### src/rtl/iter_alu_pkg.sv
// Shared definitions for the iterative ALU: operation encodings, FSM state
// constants and a helper that classifies multi-cycle operations.
package iter_alu_pkg;

  localparam int ALU_CTRL_W = 4;

  localparam logic [ALU_CTRL_W-1:0] OP_AND  = 4'b0000;
  localparam logic [ALU_CTRL_W-1:0] OP_OR   = 4'b0001;
  localparam logic [ALU_CTRL_W-1:0] OP_ADD  = 4'b0010;
  localparam logic [ALU_CTRL_W-1:0] OP_XOR  = 4'b0011;
  localparam logic [ALU_CTRL_W-1:0] OP_SUB  = 4'b0100;
  localparam logic [ALU_CTRL_W-1:0] OP_MULU = 4'b0101;
  localparam logic [ALU_CTRL_W-1:0] OP_SLT  = 4'b0110;
  localparam logic [ALU_CTRL_W-1:0] OP_SLTU = 4'b0111;
  localparam logic [ALU_CTRL_W-1:0] OP_DIVU = 4'b1000;
  localparam logic [ALU_CTRL_W-1:0] OP_NOR  = 4'b1001;

  typedef logic [1:0] state_t;
  localparam state_t ST_IDLE = 2'd0;
  localparam state_t ST_RUN  = 2'd1;
  localparam state_t ST_DONE = 2'd2;

  function automatic logic is_iter_op(input logic [ALU_CTRL_W-1:0] op);
    return (op == OP_MULU) || (op == OP_DIVU);
  endfunction

endpackage

### src/rtl/iter_muldiv.sv
// One-bit-per-cycle datapath: shift-add unsigned multiply (mode=0) or
// restoring unsigned divide (mode=1). Exposes the value after the next step.
module iter_muldiv #(
  parameter int WIDTH = 32
) (
  input  logic             clk,
  input  logic             rst,
  input  logic             load,
  input  logic             step,
  input  logic             mode,
  input  logic [WIDTH-1:0] a,
  input  logic [WIDTH-1:0] b,
  output logic [WIDTH-1:0] lo_next,
  output logic [WIDTH-1:0] hi_next
);

  // acc_hi: product high / partial remainder; acc_lo: multiplier / quotient
  logic [WIDTH-1:0] acc_hi;
  logic [WIDTH-1:0] acc_lo;
  logic [WIDTH-1:0] opb;

  logic [WIDTH:0]   mul_sum;
  logic [WIDTH:0]   div_shift;
  logic [WIDTH+1:0] div_diff;

  always_comb begin
    mul_sum   = {1'b0, acc_hi} + (acc_lo[0] ? {1'b0, opb} : '0);
    div_shift = {acc_hi, acc_lo[WIDTH-1]};
    // One extra bit so a zero divisor never borrows: quotient fills with ones
    // and the remainder ends up holding the dividend.
    div_diff  = {1'b0, div_shift} - {2'b00, opb};
    lo_next   = acc_lo;
    hi_next   = acc_hi;
    if (!mode) begin
      hi_next = mul_sum[WIDTH:1];
      lo_next = {mul_sum[0], acc_lo[WIDTH-1:1]};
    end else if (!div_diff[WIDTH+1]) begin
      hi_next = div_diff[WIDTH-1:0];
      lo_next = {acc_lo[WIDTH-2:0], 1'b1};
    end else begin
      hi_next = div_shift[WIDTH-1:0];
      lo_next = {acc_lo[WIDTH-2:0], 1'b0};
    end
  end

  always_ff @(posedge clk or posedge rst) begin
    if (rst) begin
      acc_hi <= '0;
      acc_lo <= '0;
      opb    <= '0;
    end else if (load) begin
      acc_hi <= '0;
      acc_lo <= a;
      opb    <= b;
    end else if (step) begin
      acc_hi <= hi_next;
      acc_lo <= lo_next;
    end
  end

endmodule

### src/rtl/iter_alu.sv
// Multi-cycle ALU: single-cycle ops complete one clock after issue, MULU/DIVU
// iterate WIDTH cycles. Handshake: start is accepted on a rising edge whenever
// busy=0; done pulses for one cycle and results hold until the next op's done.
module iter_alu
  import iter_alu_pkg::*;
#(
  parameter int WIDTH = 32
) (
  input  logic                  clk,
  input  logic                  rst,
  input  logic                  start,
  input  logic [WIDTH-1:0]      srca,
  input  logic [WIDTH-1:0]      srcb,
  input  logic [ALU_CTRL_W-1:0] alucontrol,
  output logic [WIDTH-1:0]      aluresult,
  output logic [WIDTH-1:0]      aluresulthi,
  output logic                  zero,
  output logic                  busy,
  output logic                  done,
  output logic                  divbyzero,
  output state_t                state
);

  localparam int CNT_W = $clog2(WIDTH + 1);

  logic [CNT_W-1:0] cnt;
  logic             op_div_q;
  logic             b_zero_q;
  logic             accept;
  logic             iter_op;
  logic             last_iter;
  logic [WIDTH-1:0] sc_result;
  logic [WIDTH-1:0] md_lo_next;
  logic [WIDTH-1:0] md_hi_next;

  assign accept    = start && (state != ST_RUN);
  assign iter_op   = is_iter_op(alucontrol);
  assign last_iter = (state == ST_RUN) && (cnt == CNT_W'(WIDTH - 1));
  assign busy      = (state == ST_RUN);
  assign done      = (state == ST_DONE);
  assign zero      = (aluresult == '0);

  always_comb begin
    sc_result = '0;
    case (alucontrol)
      OP_AND:  sc_result = srca & srcb;
      OP_OR:   sc_result = srca | srcb;
      OP_ADD:  sc_result = srca + srcb;
      OP_XOR:  sc_result = srca ^ srcb;
      OP_SUB:  sc_result = srca - srcb;
      OP_SLT:  sc_result = {{(WIDTH-1){1'b0}}, $signed(srca) < $signed(srcb)};
      OP_SLTU: sc_result = {{(WIDTH-1){1'b0}}, srca < srcb};
      OP_NOR:  sc_result = ~(srca | srcb);
      default: sc_result = '0;
    endcase
  end

  iter_muldiv #(.WIDTH(WIDTH)) u_muldiv (
    .clk     (clk),
    .rst     (rst),
    .load    (accept && iter_op),
    .step    (state == ST_RUN),
    .mode    (op_div_q),
    .a       (srca),
    .b       (srcb),
    .lo_next (md_lo_next),
    .hi_next (md_hi_next)
  );

  always_ff @(posedge clk or posedge rst) begin
    if (rst) begin
      state       <= ST_IDLE;
      cnt         <= '0;
      op_div_q    <= 1'b0;
      b_zero_q    <= 1'b0;
      aluresult   <= '0;
      aluresulthi <= '0;
      divbyzero   <= 1'b0;
    end else begin
      case (state)
        ST_RUN: begin
          cnt <= cnt + CNT_W'(1);
          if (last_iter) begin
            aluresult   <= md_lo_next;
            aluresulthi <= md_hi_next;
            divbyzero   <= op_div_q && b_zero_q;
            state       <= ST_DONE;
          end
        end
        default: begin
          // IDLE and DONE both accept a new op, giving back-to-back issue
          if (accept) begin
            divbyzero <= 1'b0;
            if (iter_op) begin
              cnt      <= '0;
              op_div_q <= (alucontrol == OP_DIVU);
              b_zero_q <= (srcb == '0);
              state    <= ST_RUN;
            end else begin
              aluresult   <= sc_result;
              aluresulthi <= '0;
              state       <= ST_DONE;
            end
          end else begin
            state <= ST_IDLE;
          end
        end
      endcase
    end
  end

endmodule
### config.mk
export PLATFORM = sky130hd
export DESIGN_NAME = iter_alu
export DESIGN_NICKNAME = d
export VERILOG_FILES = /design/src/rtl/iter_alu_pkg.sv /design/src/rtl/iter_muldiv.sv /design/src/rtl/iter_alu.sv
export SDC_FILE = /design/constraint.sdc
export NUM_CORES = 1
export LEC_CHECK = 0
export CORE_MARGIN = 2
export CORE_UTILIZATION = 50
export DETAILED_ROUTE_END_ITERATION = 8
export DONT_BUFFER_PORTS = 1
export GPL_TIMING_DRIVEN = 0
export SKIP_LAST_GASP = 1
export SYNTH_ARGS = -nofsm -noshare
export SYNTH_HDL_FRONTEND = slang
export SYNTH_HIERARCHICAL = 1
export SYNTH_SLANG_ARGS = --single-unit
### constraint.sdc
create_clock -name clk -period 3.5 [get_ports clk]
set_input_delay 0.525 -clock clk [delete_from_list [all_inputs] [get_ports clk]]
set_output_delay 0.525 -clock clk [all_outputs]
set_load 0.05 [all_outputs]
; Yosys cells after proc, flatten, opt, wreduce, memory -nomap -nowiden
; Cells that the tools add are included.
; Widths: inputs -> output; s select.
[classes]
n_eq_ne = 15
reduce_logical = 15
muxes = 28
n_addsub = 5
n_lt_le_gt_ge = 2
bitwise = 5
[op_table]
columns = cell, count
row1 = $mux 32, 16
row2 = $pmux 32 s8, 1
row3 = $logic_not 32->1, 2
row4 = $lt 32x32->1, 2
row5 = $sub 33x32->34, 1
row6 = $add 32x33->33, 1
row7 = $add 32x32->32, 1
row8 = $and 32x32->32, 1
row9 = $not 32->32, 1
row10 = $or 32x32->32, 1
row11 = $sub 32x32->32, 1
row12 = $xor 32x32->32, 1
row13 = $mux 6, 3
row14 = $eq 4x3->1 const B, 4
row15 = $eq 4x2->1 const B, 2
row16 = $eq 4x4->1 const B, 2
row17 = $mux 2, 4
row18 = $add 6x1->6 const B, 1
row19 = $eq 6x5->1 const B, 1
row20 = $reduce_and 3->1, 2
row21 = $reduce_bool 2->1, 3
row22 = $eq 4x1->1 const B, 1
row23 = $logic_and 1x1->1, 4
row24 = $logic_not 4->1, 1
row25 = 8 further kinds, 13
[word_totals]
elab_cells = 80
out_inout_bits = 70
regBits = 171
in_bits = 71

; Depth between registers and ports, before layout
[depth]
ltp_word = 6
depth_mapped = 14
depth_no_buf = 13

; By module
; The synthesis kept the hierarchy.
[modules_own_cells]
columns = mod, seq_area_each_um2, area_each_um2, cells_each, instances
row1 = iter_alu, 1876.8, 8702.1, 1169, 1
row2 = iter_muldiv, 2402.3, 8702.1, 1079, 1

; Worst setup path after synthesis
; Ideal clock, no wire load.
[synth_path]
kind = register to register
start = register state[1]
end = register u_muldiv.acc_hi[26]
synth_period_minus_slack_ps = 3303
t_arrival_ps = 3203
required_time_ps = 3399
setup_time_ps = 101
path_buffers = 5
slack_ps = 197
stages_incl_launch_ff = 10
path_cell_list = dfrtp_1 nand2b_1 clkbuf_1 clkinv_1 clkbuf_1 clkbuf_1 clkbuf_1 buf_1 nand2_1 o32ai_1
[synth_between]
word_cells_on_any_way = 6
cone_classes = eq/ne: 2 / mux: 1 / reduce/logical: 3
[synth_lines]
columns = item, line_no
row1 = "start, declared", iter_alu.sv:21  ; output state_t state
row2 = "start signal, assigned", iter_alu.sv:72  ; state <= ST_IDLE;
row3 = "start signal, assigned", iter_alu.sv:87  ; state <= ST_DONE;
row4 = "start signal, assigned", iter_alu.sv:98  ; state <= ST_RUN;
row5 = $eq 2x1->1, -
row6 = named net busy, iter_alu.sv:18  ; output logic busy,
row7 = $reduce_bool 2->1 (no line), -
row8 = "end signal, assigned", iter_muldiv.sv:56  ; acc_hi <= hi_next;
row9 = "end, declared", iter_muldiv.sv:18  ; logic [WIDTH-1:0] acc_hi;
; The timed path passes the listed nets, and every way through them passes these cells.
; A chain may end at the register's enable or synchronous reset.

; Worst setup path after layout
[layout_path]
start = register u_muldiv.acc_lo[0]
end = register aluresulthi[28]
[layout_between]
elab_chain_len = 5
[layout_rtl]
columns = item, line_no
row1 = "start, declared", iter_muldiv.sv:19  ; logic [WIDTH-1:0] acc_lo;
row2 = "start signal, assigned", iter_muldiv.sv:57  ; acc_lo <= lo_next;
row3 = $mux 32, iter_muldiv.sv:27  ; mul_sum = {1'b0, acc_hi} + (acc_lo[0] ? {1'b0, opb} : '0);
row4 = $add 32x33->33, iter_muldiv.sv:27
row5 = $mux 32, iter_muldiv.sv:34  ; if (!mode) begin
row6 = named net md_hi_next[28], iter_alu.sv:34  ; logic [WIDTH-1:0] md_hi_next;
row7 = $mux 32, iter_alu.sv:83  ; if (last_iter) begin
row8 = $mux 32, iter_alu.sv:80  ; case (state)
row9 = "end signal, assigned", iter_alu.sv:85  ; aluresulthi <= md_hi_next;
row10 = "end, declared", iter_alu.sv:16  ; output logic [WIDTH-1:0] aluresulthi,
; The timed path passes the listed nets, and every way through them passes these cells. The select of a mux whose other input is x is not followed.

==> metrics.md <==
| Metric | Value |
|---|---|
| Most common library cells after synthesis | 233 x nand2_1, 209 x nor2_1, 185 x a21oi_1 |
| Sink Count | about 170 |
| Synthesis-stage register bit count | between 150 and 200 |
| CP arrival | approximately 4000 ps |
| CP Max Fanout | 10 |
| H-Tree Level Count | 4 |
| Ratio of cells with drive above 1 in the final layout | roughly 8% |
| Die area | approximately 36000 µm² |
| Remaining Overflow, GRT | 0 |
| Register area | approximately 4300 µm² |
| Async S/R FF share, synth | 100% |
| Net Sw Power | 6950 µW |
| Reg power frac | between 20% and 30% |
| Row count | 68 |
| Syn_nets | roughly 2500 |
| Max-cap violations | 0 |
| EDFF count, synth | 0 |
| Wirelength per Cell | around 27 µm |
| Clock tree buffer depth | 2 |
| Die Span X | approximately 190 µm |
| Final setup fails | 1 |
| Worst Skew | between 10 and 15 ps |
| Initial core utilization | roughly half |
| Area share of the largest cell type after synthesis | 24.6% |
| Switching Share | between 50% and 60% |
| Top-count cell post-synth | nand2_1 |
| Tcrit/Tclk final | 103% |
| Placer Congestion | between 1 and 1.5 |
| Clock root cell | clkbuf_16 |
| Synth cell types | just over 100 |
| Synthesized area per cell | around 7.7 µm² |
| # placed instances | between 2000 and 3000 |
| Vias in the first global route | approximately 18000 |
| TritonRoute pass-1 iters | 8 |
| Cell taking the most area after synthesis | dfrtp_1 |
| Largest cells by area after synthesis | dfrtp_1 25%, ha_1 12%, a21oi_1 5.3% |
| Pre-CTS setup slack | -1540 ps |
| Register area share after synthesis | roughly 25% |
| First-pass GRT wire length | approximately 110000 µm |
| Startpoint class of the critical path | flop |
| Area of the multi-input gates | between 10000 and 15000 µm² |
| Clock share of power | around 14% |
| GRT Overall Usage | about two fifths |
| Status | finished with violations |
| Ys flop type | dfrtp_1 |
| Relative slew slack | roughly 23% |
| CTS tree | built |
| Area Growth Syn to Fin | 8.65% |
| Core area | about 34000 µm² |
| Ant diodes | 0 |
| Post-DRT Antenna Nets | 0 |
| HPWL Detailed | between 50000 and 60000 µm |
| Die H | between 150 and 200 µm |
| Pleak | between 0.008 and 0.009 µW |
| HP Class | primary input to flop |
| Power per Cell Area | about 730 nW/µm² |
| Final instance count without filler cells | around 2700 |
| Failing checks | setup timing |
| Logic pwr share | 62.0% |
| Vias | 18300 |
| DRC viols | 0 |
| FMAX | 277 MHz |
| Required @ worst endpoint | around 3800 ps |
| Vias/cell | about 6.7 |
| CTS Buf Count | 17 |
| Final wirelength | roughly 75000 µm |
| Final WS setup | -114 ps |
| Final core area utilization | a little under three fifths |
| Yosys warnings | 6 |
| Largest net degree at the start of global routing | 68 |
| Period minus WS final | 3610 ps |
| Num ports | 141 |
| Hold Fails Final Rpt | 0 |
| Clk Latency, worst-skew pair | 450 ps |
| Antenna violations before repair | 1 |
| CP endpoint kind | flop |
| Slew Viols, Final | 0 |
| Port buffer count | 0 |
| Post-Syn Area | ~17000 µm² |
| 1st-iter DRT viols | between 1500 and 2000 |
| Post-synthesis cell count | roughly 2200 |
| Clk slew on worst S/H paths | approximately 80 ps |
| Slew @ Worst Pin | 1160 ps |
| RSZ-0062 raised after global routing | yes |
| Final nets | ~2500 |
| CP Class | flop to flop |
| # fillers | about 3300 |
| Max rail drop VDD | 529 µV |
| Pint | approximately 6900 µW |
[critical path, cell delays in order, from the launching register on]
cell,delay (ps)
dfrtp_2,470
clkbuf_4,230
and2_1,190
ha_2,420
o21ai_2,90
o21bai_2,270
o41ai_2,140
o31ai_2,420
nand4_1,290
and4b_1,300
o31a_1,290
nand2b_1,170
a22o_1,220
[final cells by class]
class,instances,area share (%)
buffer,121,3.12
clock buffer,21,2.54
clock inverter,11,0.582
inverter,157,3.15
multi-input combinational,1798,64.2
sequential,171,22.6
tap,455,3.01
timing repair buffer,13,0.741
[flip-flops by register name, indices dropped and copies added, names as in the netlist]
signal,count
aluresult,32
aluresulthi,32
u_muldiv/acc_hi,32
u_muldiv/acc_lo,32
u_muldiv/opb,32
cnt,6
state,2
b_zero_q,1
divbyzero,1
op_div_q,1
[timing repair]
item,CTS,global route
setup buffers,7,3
gates resized for setup,36,27
hold buffers,1,0
endpoints found under the setup margin,125,69
pin swaps,10,11
endpoints found under the hold margin,60,0
[cell families after synthesis]
group | synth area share [%]
buf+inv | 6.49
mux | 4.89
fa+ha+maj | 12.3
xor+xnor | 3.17
compound gates | 29.6
flops | 24.6
simple gates | 19.0
[routing by layer]
metal | vias to the layer above | part of all wire (%) | GRT usage, %
met5 | - | 0.019 | 0
met4 | 2 | 7.2 | 26.8
met3 | 267 | 9.0 | 8.78
met2 | 1019 | 45 | 64.7
met1 | 8813 | 39 | 49.3
li1 | 8234 | - | -
[through the flow]
| stage | setup TNS [ps] | hold slack, ps | power (µW) | cell area (µm²) |
|---|---|---|---|---|
| global placement | -170530 | 474 | 11200 | 18000 |
| detailed placement | -96450 | 437 | 11300 | 18000 |
| finish | -114 | 199 | 13800 | 18900 |
| CTS | -25.9 | 191 | 13400 | 18800 |
| floorplan | 0 | 444 | 9150 | 17400 |
| global route | -200 | 195 | 14600 | 18900 |
[power groups by stage]
stage               Combinational (µW)  Sequential, µW  Clock [µW]
global placement                  7890            3280           0
CTS                               8210            3260        1950
detailed placement                8000            3290           0
finish                            8560            3300        1950
global route                      9260            3340        2040
floorplan                         6120            3040           0
[cell usage in the layout (no fill, tap or decap), drive strengths merged, types with 9 or more instances in the layout]
cell type,synthesis,layout
a21oi,190,190
nand2,234,234
a22o,37,37
nor4,31,31
o21a,21,21
o31ai,30,30
o21bai,19,19
a221oi,26,26
nor3,31,31
or3,11,11
ha,164,164
a221o,19,19
a21boi,9,9
xnor2,37,37
and2,43,43
inv,156,159
o211ai,32,32
nor2b,18,18
a31oi,39,39
o22ai,15,15
nand3,41,41
mux2,32,32
a21o,38,38
o21ai,202,202
nor2,210,210
nand4,20,20
dfrtp,171,171
and3,24,24
buf,37,48
clkbuf,85,104
nand2b,20,20
a211oi,25,25
xor2,26,26
mux2i,49,49
[path summary, 6_finish.rpt]
kind	from	endpoint	slack [ps]	depth (start not counted)
setup / recovery	u_muldiv/acc_lo[0]$_DFFE_PP0P_	aluresulthi[28]$_DFFE_PP0P_	-110	12
hold / removal	srca[13]	u_muldiv/acc_lo[13]$_DFFE_PP0P_	200	2
setup reg to reg	u_muldiv/acc_lo[0]$_DFFE_PP0P_	aluresulthi[28]$_DFFE_PP0P_	-110	12
hold reg to reg	cnt[5]$_DFFE_PP0P_	cnt[5]$_DFFE_PP0P_	510	1
max in group asynchronous	rst	u_muldiv/acc_lo[0]$_DFFE_PP0P_	2110	3
min in group asynchronous	rst	aluresulthi[21]$_DFFE_PP0P_	630	2
No activity file was read; power rests on OpenSTA's default activity.
